===== config.mk =====
export PLATFORM = sky130hd
export DESIGN_NAME = addsub_sched
export DESIGN_NICKNAME = d
export VERILOG_FILES = /design/src/rtl/addsub_pkg.sv /design/src/rtl/addsub_nib.sv /design/src/rtl/addsub_sched.sv
export SDC_FILE = /design/constraint.sdc
export NUM_CORES = 1
export LEC_CHECK = 0
export ABC_AREA = 1
export BUFFER_PORTS_ARGS = -buffer_cell sky130_fd_sc_hd__buf_4
export CORE_MARGIN = 4
export CORE_UTILIZATION = 52
export CTS_BUF_LIST = sky130_fd_sc_hd__clkbuf_2 sky130_fd_sc_hd__clkbuf_4 sky130_fd_sc_hd__clkbuf_8
export DETAILED_ROUTE_END_ITERATION = 10
export GPL_TIMING_DRIVEN = 0
export HOLD_SLACK_MARGIN = 0.02
export PLACE_DENSITY = 0.81
export SYNTH_ARGS = -nofsm -noshare
export SYNTH_HDL_FRONTEND = slang
export SYNTH_SLANG_ARGS = --single-unit

===== constraint.sdc =====
create_clock -name clk -period 3.1 [get_ports clk]
set_clock_uncertainty 0.2 [all_clocks]
set_input_delay 0.31 -clock clk [delete_from_list [all_inputs] [get_ports clk]]
set_output_delay 0.31 -clock clk [all_outputs]
set_load 0.01 [all_outputs]

===== src/rtl/addsub_pkg.sv =====
// Shared definitions for the add/subtract scheduler: FSM encoding, nibble width, default width.
package addsub_pkg;

  typedef enum logic [1:0] {
    IDLE = 2'd0,
    CALC = 2'd1,
    DONE = 2'd2
  } state_t;

  localparam int unsigned NIB       = 4;
  localparam int unsigned WIDTH_DEF = 8;

endpackage


===== src/rtl/addsub_nib.sv =====
// Combinational 4-bit add/subtract slice; b is inverted when sub is high, cin supplies the +1.
module addsub_nib
  import addsub_pkg::*;
(
  input  logic [NIB-1:0] a,
  input  logic [NIB-1:0] b,
  input  logic           sub,
  input  logic           cin,
  output logic [NIB-1:0] s,
  output logic           cout,
  output logic           c_msb_in
);

  logic [NIB-1:0] bx;
  logic [NIB-1:0] low;
  logic [1:0]     top;

  // Split at the MSB so the carry into it is visible for signed overflow.
  always_comb begin
    bx       = b ^ {NIB{sub}};
    low      = {1'b0, a[NIB-2:0]} + {1'b0, bx[NIB-2:0]} + {{(NIB-1){1'b0}}, cin};
    c_msb_in = low[NIB-1];
    top      = {1'b0, a[NIB-1]} + {1'b0, bx[NIB-1]} + {1'b0, c_msb_in};
    s        = {top[0], low[NIB-2:0]};
    cout     = top[1];
  end

endmodule


===== src/rtl/addsub_sched.sv =====
// Round-robin two-requester scheduler over one shared nibble add/sub datapath.
// Optional signed overflow output enabled by defining ADDSUB_SCHED_OVF_EN.
module addsub_sched
  import addsub_pkg::*;
#(
  parameter int unsigned WIDTH = WIDTH_DEF
) (
  input  logic             clk,
  input  logic             rst,
  input  logic             req0_valid,
  output logic             req0_ready,
  input  logic [WIDTH-1:0] req0_a,
  input  logic [WIDTH-1:0] req0_b,
  input  logic             req0_sub,
  input  logic             req1_valid,
  output logic             req1_ready,
  input  logic [WIDTH-1:0] req1_a,
  input  logic [WIDTH-1:0] req1_b,
  input  logic             req1_sub,
  output logic             rsp_valid,
  input  logic             rsp_ready,
  output logic             rsp_id,
  output logic [WIDTH-1:0] rsp_s,
  output logic             rsp_ovf
);

  localparam int unsigned NPASS = WIDTH / NIB;
  localparam int unsigned KW    = (NPASS > 1) ? $clog2(NPASS) : 1;
  localparam logic [KW-1:0] KLAST = KW'(NPASS - 1);

  state_t           state;
  logic             lp;
  logic [KW-1:0]    k;
  logic             carry;
  logic [WIDTH-1:0] a_q;
  logic [WIDTH-1:0] b_q;
  logic             sub_q;

  logic             gnt0;
  logic             gnt1;
  logic             last;
  logic [NIB-1:0]   nib_s;
  logic             nib_cout;
  logic             nib_cmsb;

  // Readies are gated by rst so they read low while reset is held.
  always_comb begin
    gnt0 = 1'b0;
    gnt1 = 1'b0;
    if (state == IDLE && !rst) begin
      gnt0 = req0_valid && (!req1_valid || lp);
      gnt1 = req1_valid && (!req0_valid || !lp);
    end
  end

  assign req0_ready = gnt0;
  assign req1_ready = gnt1;
  assign last       = (k == KLAST);

  addsub_nib u_nib (
    .a        (a_q[k*NIB +: NIB]),
    .b        (b_q[k*NIB +: NIB]),
    .sub      (sub_q),
    .cin      (carry),
    .s        (nib_s),
    .cout     (nib_cout),
    .c_msb_in (nib_cmsb)
  );

  always_ff @(posedge clk) begin
    if (rst) begin
      state     <= IDLE;
      lp        <= 1'b1;
      k         <= '0;
      carry     <= 1'b0;
      a_q       <= '0;
      b_q       <= '0;
      sub_q     <= 1'b0;
      rsp_valid <= 1'b0;
      rsp_s     <= '0;
      rsp_id    <= 1'b0;
    end else begin
      case (state)
        IDLE: begin
          if (gnt0 || gnt1) begin
            a_q    <= gnt1 ? req1_a   : req0_a;
            b_q    <= gnt1 ? req1_b   : req0_b;
            sub_q  <= gnt1 ? req1_sub : req0_sub;
            carry  <= gnt1 ? req1_sub : req0_sub;
            rsp_id <= gnt1;
            k      <= '0;
            state  <= CALC;
          end
        end
        CALC: begin
          rsp_s[k*NIB +: NIB] <= nib_s;
          carry               <= nib_cout;
          if (last) begin
            k         <= '0;
            rsp_valid <= 1'b1;
            state     <= DONE;
          end else begin
            k <= k + 1'b1;
          end
        end
        DONE: begin
          if (rsp_ready) begin
            rsp_valid <= 1'b0;
            lp        <= rsp_id;
            state     <= IDLE;
          end
        end
        default: state <= IDLE;
      endcase
    end
  end

`ifdef ADDSUB_SCHED_OVF_EN
  logic ovf_q;

  always_ff @(posedge clk) begin
    if (rst) begin
      ovf_q <= 1'b0;
    end else if (state == CALC && last) begin
      ovf_q <= nib_cmsb ^ nib_cout;
    end
  end

  assign rsp_ovf = ovf_q;
`else
  logic unused_cmsb;
  assign unused_cmsb = nib_cmsb;
  assign rsp_ovf     = 1'b0;
`endif

endmodule


==> results of run 1 <==
cell usage in the layout (no fill, tap or decap), drive strengths merged, types with 2 or more instances in the layout:
master | Yosys | layout
buf | 7 | 57
fa | 3 | 3
nand2 | 61 | 61
dfxtp | 32 | 32
nor2 | 8 | 8
o21ai | 10 | 10
a21oi | 30 | 30
o211ai | 16 | 16
inv | 29 | 29
xor2 | 5 | 5
nand3 | 6 | 6
ha | 2 | 2
mux2i | 2 | 2
clkbuf | 4 | 10
stage by stage:
step | hold slack [ns] | worst slack [ns] | power [mW] | instance area, sq um | util
global placement | 0.2517 | 0.3761 | 0.8103 | 2096 | 0.6865
detailed placement | 0.2542 | 0.3479 | 0.8191 | 2096 | 0.6865
floorplan | 0.1791 | 0.5546 | 0.6995 | 1665 | -
CTS | 0.06802 | 0.3143 | 1.126 | 2186 | 0.7160
finish | 0.07085 | 0.3124 | 1.118 | 2186 | 0.7160
global route | 0.07355 | 0.06470 | 1.192 | 2186 | 0.7160
final cells by class:
type	instances	area [sq um]	share of cell area
Multi-Input combinational cell	149	844.6	0.3864
Sequential cell	32	640.6	0.2931
Timing Repair Buffer	51	385.4	0.1763
Inverter	29	108.9	0.04980
Buffer	11	71.32	0.03263
Tap cell	44	55.05	0.02519
Clock buffer	6	45.04	0.02061
Clock inverter	2	35.03	0.01603
worst reg2reg max path, cell delays in order, from the launching register on:
cell                       delay, ns
sky130_fd_sc_hd__dfxtp_1        0.36
sky130_fd_sc_hd__clkbuf_1       0.37
sky130_fd_sc_hd__nand2_1        0.09
sky130_fd_sc_hd__nand2_1        0.10
sky130_fd_sc_hd__xor2_1         0.09
sky130_fd_sc_hd__fa_1           0.44
sky130_fd_sc_hd__nor2_1         0.12
sky130_fd_sc_hd__a211oi_1       0.07
sky130_fd_sc_hd__fa_1           0.42
sky130_fd_sc_hd__or2_2          0.30
sky130_fd_sc_hd__nand3_1        0.08
sky130_fd_sc_hd__nand2_1        0.05
sky130_fd_sc_hd__inv_1          0.05
logic make-up after synthesis:
logic type      Yosys count  synth area share
flops                    32            0.3847
fa+ha+maj                 5           0.05109
simple gates             78            0.2074
compound gates           58            0.2081
mux                       2           0.01202
buf+inv                  40            0.1082
other cells               1          0.002252
xor+xnor                  5           0.02629
power breakdown:
| part | switching (mW) | internal (mW) | total, mW |
|---|---|---|---|
| sequential | 0.0257 | 0.460 | 0.486 |
| clock | 0.132 | 0.178 | 0.310 |
| combinational | 0.178 | 0.144 | 0.322 |
| total | 0.336 | 0.782 | 1.12 |
metal layers:
layer / share of wire / wire (microns)
met3: 0.073 / 249
met4: 0.0099 / 34
met2: 0.47 / 1597
met5: 0 / 0
met1: 0.45 / 1550
flip-flops by register name, summed over array words and instances, names as in the netlist:
register / flops
b_q: 8
state: 2
carry: 1
rsp_id: 1
k: 1
rsp_valid: 1
rsp_s: 8
lp: 1
a_q: 8
sub_q: 1
path summary, 6_finish.rpt:
| check | start | cells past startpoint | slack [ns] | endpoint |
|---|---|---|---|---|
| min reg2reg | b_q[2] | 2 | 0.27 | b_q[2] |
| max | k | 12 | 0.31 | carry |
| max reg2reg | k | 12 | 0.31 | carry |
| min | rsp_ready | 3 | 0.07 | lp |
==> results.json, run 1 <==
{
  "async_set_or_reset_register_ratio_after_synthesis": 0,
  "synth_top_cells_by_count": "sky130_fd_sc_hd__nand2_1 (59), sky130_fd_sc_hd__dfxtp_1 (32), sky130_fd_sc_hd__a21oi_1 (29)",
  "classification_of_the_worst_setup_path": "register to register",
  "min_period_over_period": 0.8992,
  "port_buffers": 50,
  "global_route_met1_utilization": 0.2238,
  "largest_net_degree_at_the_start_of_global_routing": 11,
  "route.detailed.drc": 0,
  "grt_pass1_vias": 1466,
  "grt_pass1_wl_mm": 6.106,
  "routed-via-count": 1539,
  "overflow": 0,
  "yosys_top_cell_by_area": "sky130_fd_sc_hd__dfxtp_1",
  "synth.distinct_cells": 27,
  "nets": 323,
  "area_share_of_the_largest_cell_type_after_synthesis": 0.3847,
  "critical_path.top_delay_family": "adder cells",
  "endpoint_kind": "register",
  "grt_util_met2": 0.3119,
  "grt_busiest_layer": "met2",
  "synth_edf_count": 0,
  "grt_util_met3": 0.04333,
  "n_fill_cell": 269,
  "delay_of_the_slowest_critical_path_stage_ns": 0.44,
  "worst-path-max-fanout": 10,
  "start_util": 0.5455,
  "crit_path_top_delay_cell": "sky130_fd_sc_hd__fa_1",
  "timing.critical_path.mode_cell": "sky130_fd_sc_hd__nand2_1",
  "p_leak_nw": 1.004,
  "postSynthNetCount": 265,
  "synthesis.area_per_instance_sq_um": 7.536,
  "place.gp.congestion": 0.7873,
  "post_cts_hold_buffer_count": 1,
  "synth_area_leaders": "sky130_fd_sc_hd__dfxtp_1 (38%), sky130_fd_sc_hd__nand2_1 (13%), sky130_fd_sc_hd__a21oi_1 (8.7%)",
  "outcome": "completed",
  "rsz0062_at_grt": "no",
  "final-hold-violation-count": 0,
  "route.final.wire_length_mm": 3.430,
  "floorplan.die_area_sq_mm": 0.004172,
  "syn_to_final_growth_pct": 31.25,
  "detail-route-antenna-nets": 0,
  "clock-sinks": 32,
  "tritoncts": "built",
  "finalSetupViolations": 0,
  "start_kind": "register",
  "synth_sequential_area_ratio": 0.3847,
  "fmax_mhz": 358.7,
  "power_per_cell_area_mw_per_mm2": 511.5,
  "yosysMostFrequentCell": "sky130_fd_sc_hd__nand2_1",
  "antenna_cells": 0,
  "post_synth_inst_count": 221,
  "synth.ff_latch_count": 32,
  "post_layout_nonfiller_instances": 324,
  "place_inst": 315,
  "overall_track_demand_over_capacity_in_global_routing": 0.1825,
  "synth_area_sq_mm": 0.001665,
  "routed_wire_length_per_instance_microns": 10.59,
  "worst_hold_path_type": "input pin to register",
  "worst_setup_hold_path_clk_slew_ns": 0.10,
  "cp.buffers_inverters": 2,
  "die_x_microns": 64.59,
  "post_cts.resized_instances": 0,
  "floorplan.die.height_microns": 64.59,
  "tritoncts.num_buffers": 5,
  "worstPathArrival_ns": 2.85,
  "fin_crit_ns": 2.788,
  "core_area_sq_mm": 0.003053,
  "ys_dominant_reg_cell": "sky130_fd_sc_hd__dfxtp_1",
  "finalMaxSlewViolations": 0,
  "rows": 20,
  "avgViaCountPerCell": 4.750,
  "insertion_delay_ns": 0.32,
  "tns_ns": 0,
  "cp.required_ns": 3.17,
  "cap_violations": 0,
  "floorplan.io_pins": 52,
  "clock-root-buffer": "sky130_fd_sc_hd__clkbuf_4",
  "initial_antenna_violation_count": 0,
  "worst_ir_drop_vdd_mv": 0.2036,
  "list_of_cells_traversed_by_the_critical_path": "clkbuf_1 -> nand2_1 -> nand2_1 -> xor2_1 -> fa_1 -> nor2_1 -> a211oi_1 -> fa_1 -> or2_2 -> nand3_1 -> nand2_1 -> inv_1",
  "cts_htree_levels": 2,
  "detailedRoute.firstIterationViolations": 82,
  "detailedPlacementHpwl_mm": 2.807,
  "synth.yosys.warnings": 0,
  "clock_tree.buffer_depth": 2,
  "dr.pass1.iters": 4,
  "cts_post_setup_buffers_inserted": 0,
  "layout-drive-gt1-share": 0.2679
}
(Power assumes the default switching activity.)
==> run 2: changes to the inputs <==
==> constraint.sdc (replaced) <==
create_clock -name clk -period 2.6 [get_ports clk]
set_clock_uncertainty 0.2 [all_clocks]
set_input_delay 0.26 -clock clk [delete_from_list [all_inputs] [get_ports clk]]
set_output_delay 0.26 -clock clk [all_outputs]
set_load 0.01 [all_outputs]
==> results.json, run 2 (synthesis results as in run 1) <==
{
  "outcome": "completed",
  "port_buffers": 50,
  "final-hold-violation-count": 0,
  "overall_track_demand_over_capacity_in_global_routing": 0.1832,
  "rows": 20,
  "p_comb_frac": 0.298,
  "min_period_over_period": 0.9552,
  "clock-root-buffer": "sky130_fd_sc_hd__clkbuf_4",
  "layout-drive-gt1-share": 0.3014,
  "die_x_microns": 64.59,
  "avgViaCountPerCell": 4.745,
  "place.gp.congestion": 0.7873,
  "start_kind": "register",
  "fmax_mhz": 402.6,
  "worstHoldStart": "req0_b[5]",
  "worst_reg2reg_endpoint": "carry",
  "grt_pass1_vias": 1482,
  "route.final.wire_length_mm": 3.571,
  "floorplan.io_pins": 52,
  "internal-power_uw": 946.7,
  "worst_setup_hold_path_clk_slew_ns": 0.10,
  "route.detailed.drc": 0,
  "initial_antenna_violation_count": 0,
  "detail-route-antenna-nets": 0,
  "syn_to_final_growth_pct": 34.49,
  "worstHoldEndpoint": "b_q[5]",
  "clock_tree.buffer_depth": 2,
  "antenna_cells": 0,
  "final_cell_mix": "sky130_fd_sc_hd__nand2_1 (57), sky130_fd_sc_hd__buf_4 (57), sky130_fd_sc_hd__dfxtp_1 (31)",
  "post-place-ws_ns": -0.1521,
  "power_per_cell_area_mw_per_mm2": 607.0,
  "p_clk_frac": 0.274,
  "floorplan.die.height_microns": 64.59,
  "finalInstanceArea_sq_mm": 0.002240,
  "overflow": 0,
  "ff2ff_path_depth": 12,
  "tns_ns": 0,
  "rsz0062_at_grt": "yes",
  "endpoint_kind": "register",
  "rrSetupSlack_ns": 0.12,
  "tritoncts.num_buffers": 5,
  "cts_htree_levels": 2,
  "worst-path-max-fanout": 10,
  "worst_ir_drop_vdd_mv": 0.2545,
  "cp.required_ns": 2.67,
  "insertion_delay_ns": 0.32,
  "floorplan.die_area_sq_mm": 0.004172,
  "worstPathArrival_ns": 2.55,
  "min_delay_path_depth": 3,
  "reg_top3": "a_q (8), b_q (8), rsp_s (8)",
  "post_dp_cell_area_sq_mm": 0.002096,
  "detailedRoute.firstIterationViolations": 111,
  "fin_crit_ns": 2.484,
  "crit_start": "k",
  "largest_net_degree_at_the_start_of_global_routing": 11,
  "finalMaxSlewViolations": 0,
  "routed-via-count": 1547,
  "worstReg2RegStart": "k",
  "part_of_the_power_in_registers": 0.428,
  "classification_of_the_worst_setup_path": "register to register",
  "timing.final.ws_setup_ns": 0.1164,
  "detailedPlacementHpwl_mm": 2.807,
  "cap_violations": 0,
  "grt_pass1_wl_mm": 6.147,
  "nets": 325,
  "tritoncts": "built",
  "core_area_sq_mm": 0.003053,
  "routed_wire_length_per_instance_microns": 10.95,
  "start_util": 0.5455,
  "clock-sinks": 32,
  "switching_share": 0.3036,
  "p_leak_nw": 1.024,
  "worst_hold_path_type": "input pin to register",
  "dr.pass1.iters": 4,
  "switchingPower_uw": 412.7,
  "finalSetupViolations": 0
}
## run 2: power groups by stage
stage	registers, mW	clock network, mW	logic, mW
global placement	0.588	0	0.378
finish	0.581	0.373	0.406
detailed placement	0.590	0	0.386
CTS	0.580	0.373	0.398
floorplan	0.597	0	0.237
global route	0.589	0.397	0.457
## run 2: per-stage QoR
step	utilization	total power [mW]	cells	hold WS, ns
6_report	0.7336	1.359	326	0.04041
5_1_grt	0.7336	1.444	326	0.04124
4_1_cts	0.7225	1.351	325	0.04070
3_5_place_dp	0.6865	0.9766	315	0.2542
3_3_place_gp	0.6865	0.9661	315	0.2517
2_1_floorplan	-	0.8340	221	0.1291
## run 2: area by class of cell
class / instances / area [sq um]
multi-input combinational: 149 / 869.6
fill: 264 / 813.3
sequential: 32 / 641.9
timing repair buffer: 53 / 402.9
inverter: 29 / 108.9
buffer: 11 / 81.33
tap: 44 / 55.05
clock buffer: 6 / 45.04
clock inverter: 2 / 35.03
## run 2: worst max-delay path by stage
stage / end / slack, ns / cells past startpoint
finish: carry / 0.12 / 12
global route: rsp_s[7] / -0.07 / 11
CTS: carry / 0.0006 / 14
detailed placement: carry / -0.15 / 12
global placement: carry / -0.12 / 12
floorplan: carry / 0.05 / 12
## run 2: worst max-delay path, cell delays in order, from the launching register on
cell                       delay (ns)
sky130_fd_sc_hd__dfxtp_2         0.35
sky130_fd_sc_hd__clkbuf_8        0.16
sky130_fd_sc_hd__nand2_2         0.06
sky130_fd_sc_hd__nand2_2         0.07
sky130_fd_sc_hd__xor2_2          0.16
sky130_fd_sc_hd__fa_2            0.41
sky130_fd_sc_hd__nor2_1          0.10
sky130_fd_sc_hd__a211oi_1        0.07
sky130_fd_sc_hd__fa_2            0.38
sky130_fd_sc_hd__or2_2           0.29
sky130_fd_sc_hd__nand3_1         0.08
sky130_fd_sc_hd__nand2_1         0.05
sky130_fd_sc_hd__inv_1           0.05
## run 2: what timing repair did
item | 4_1_cts | 5_1_grt
gates resized for setup | 4 | 7
buffers inserted | 0 | 1
hold buffers | 2 | 0
pin swaps | 0 | 3
endpoints found under the hold margin | 4 | 0
endpoints found under the setup margin | 3 | 3
## run 2: routing by layer
layer | global-route usage | up-vias | routed length (microns)
li1 | - | 832 | -
met1 | 0.2238 | 658 | 1565
met2 | 0.3144 | 51 | 1692
met3 | 0.04333 | 6 | 271
met4 | 0.06332 | 0 | 41
met5 | 0 | - | 0
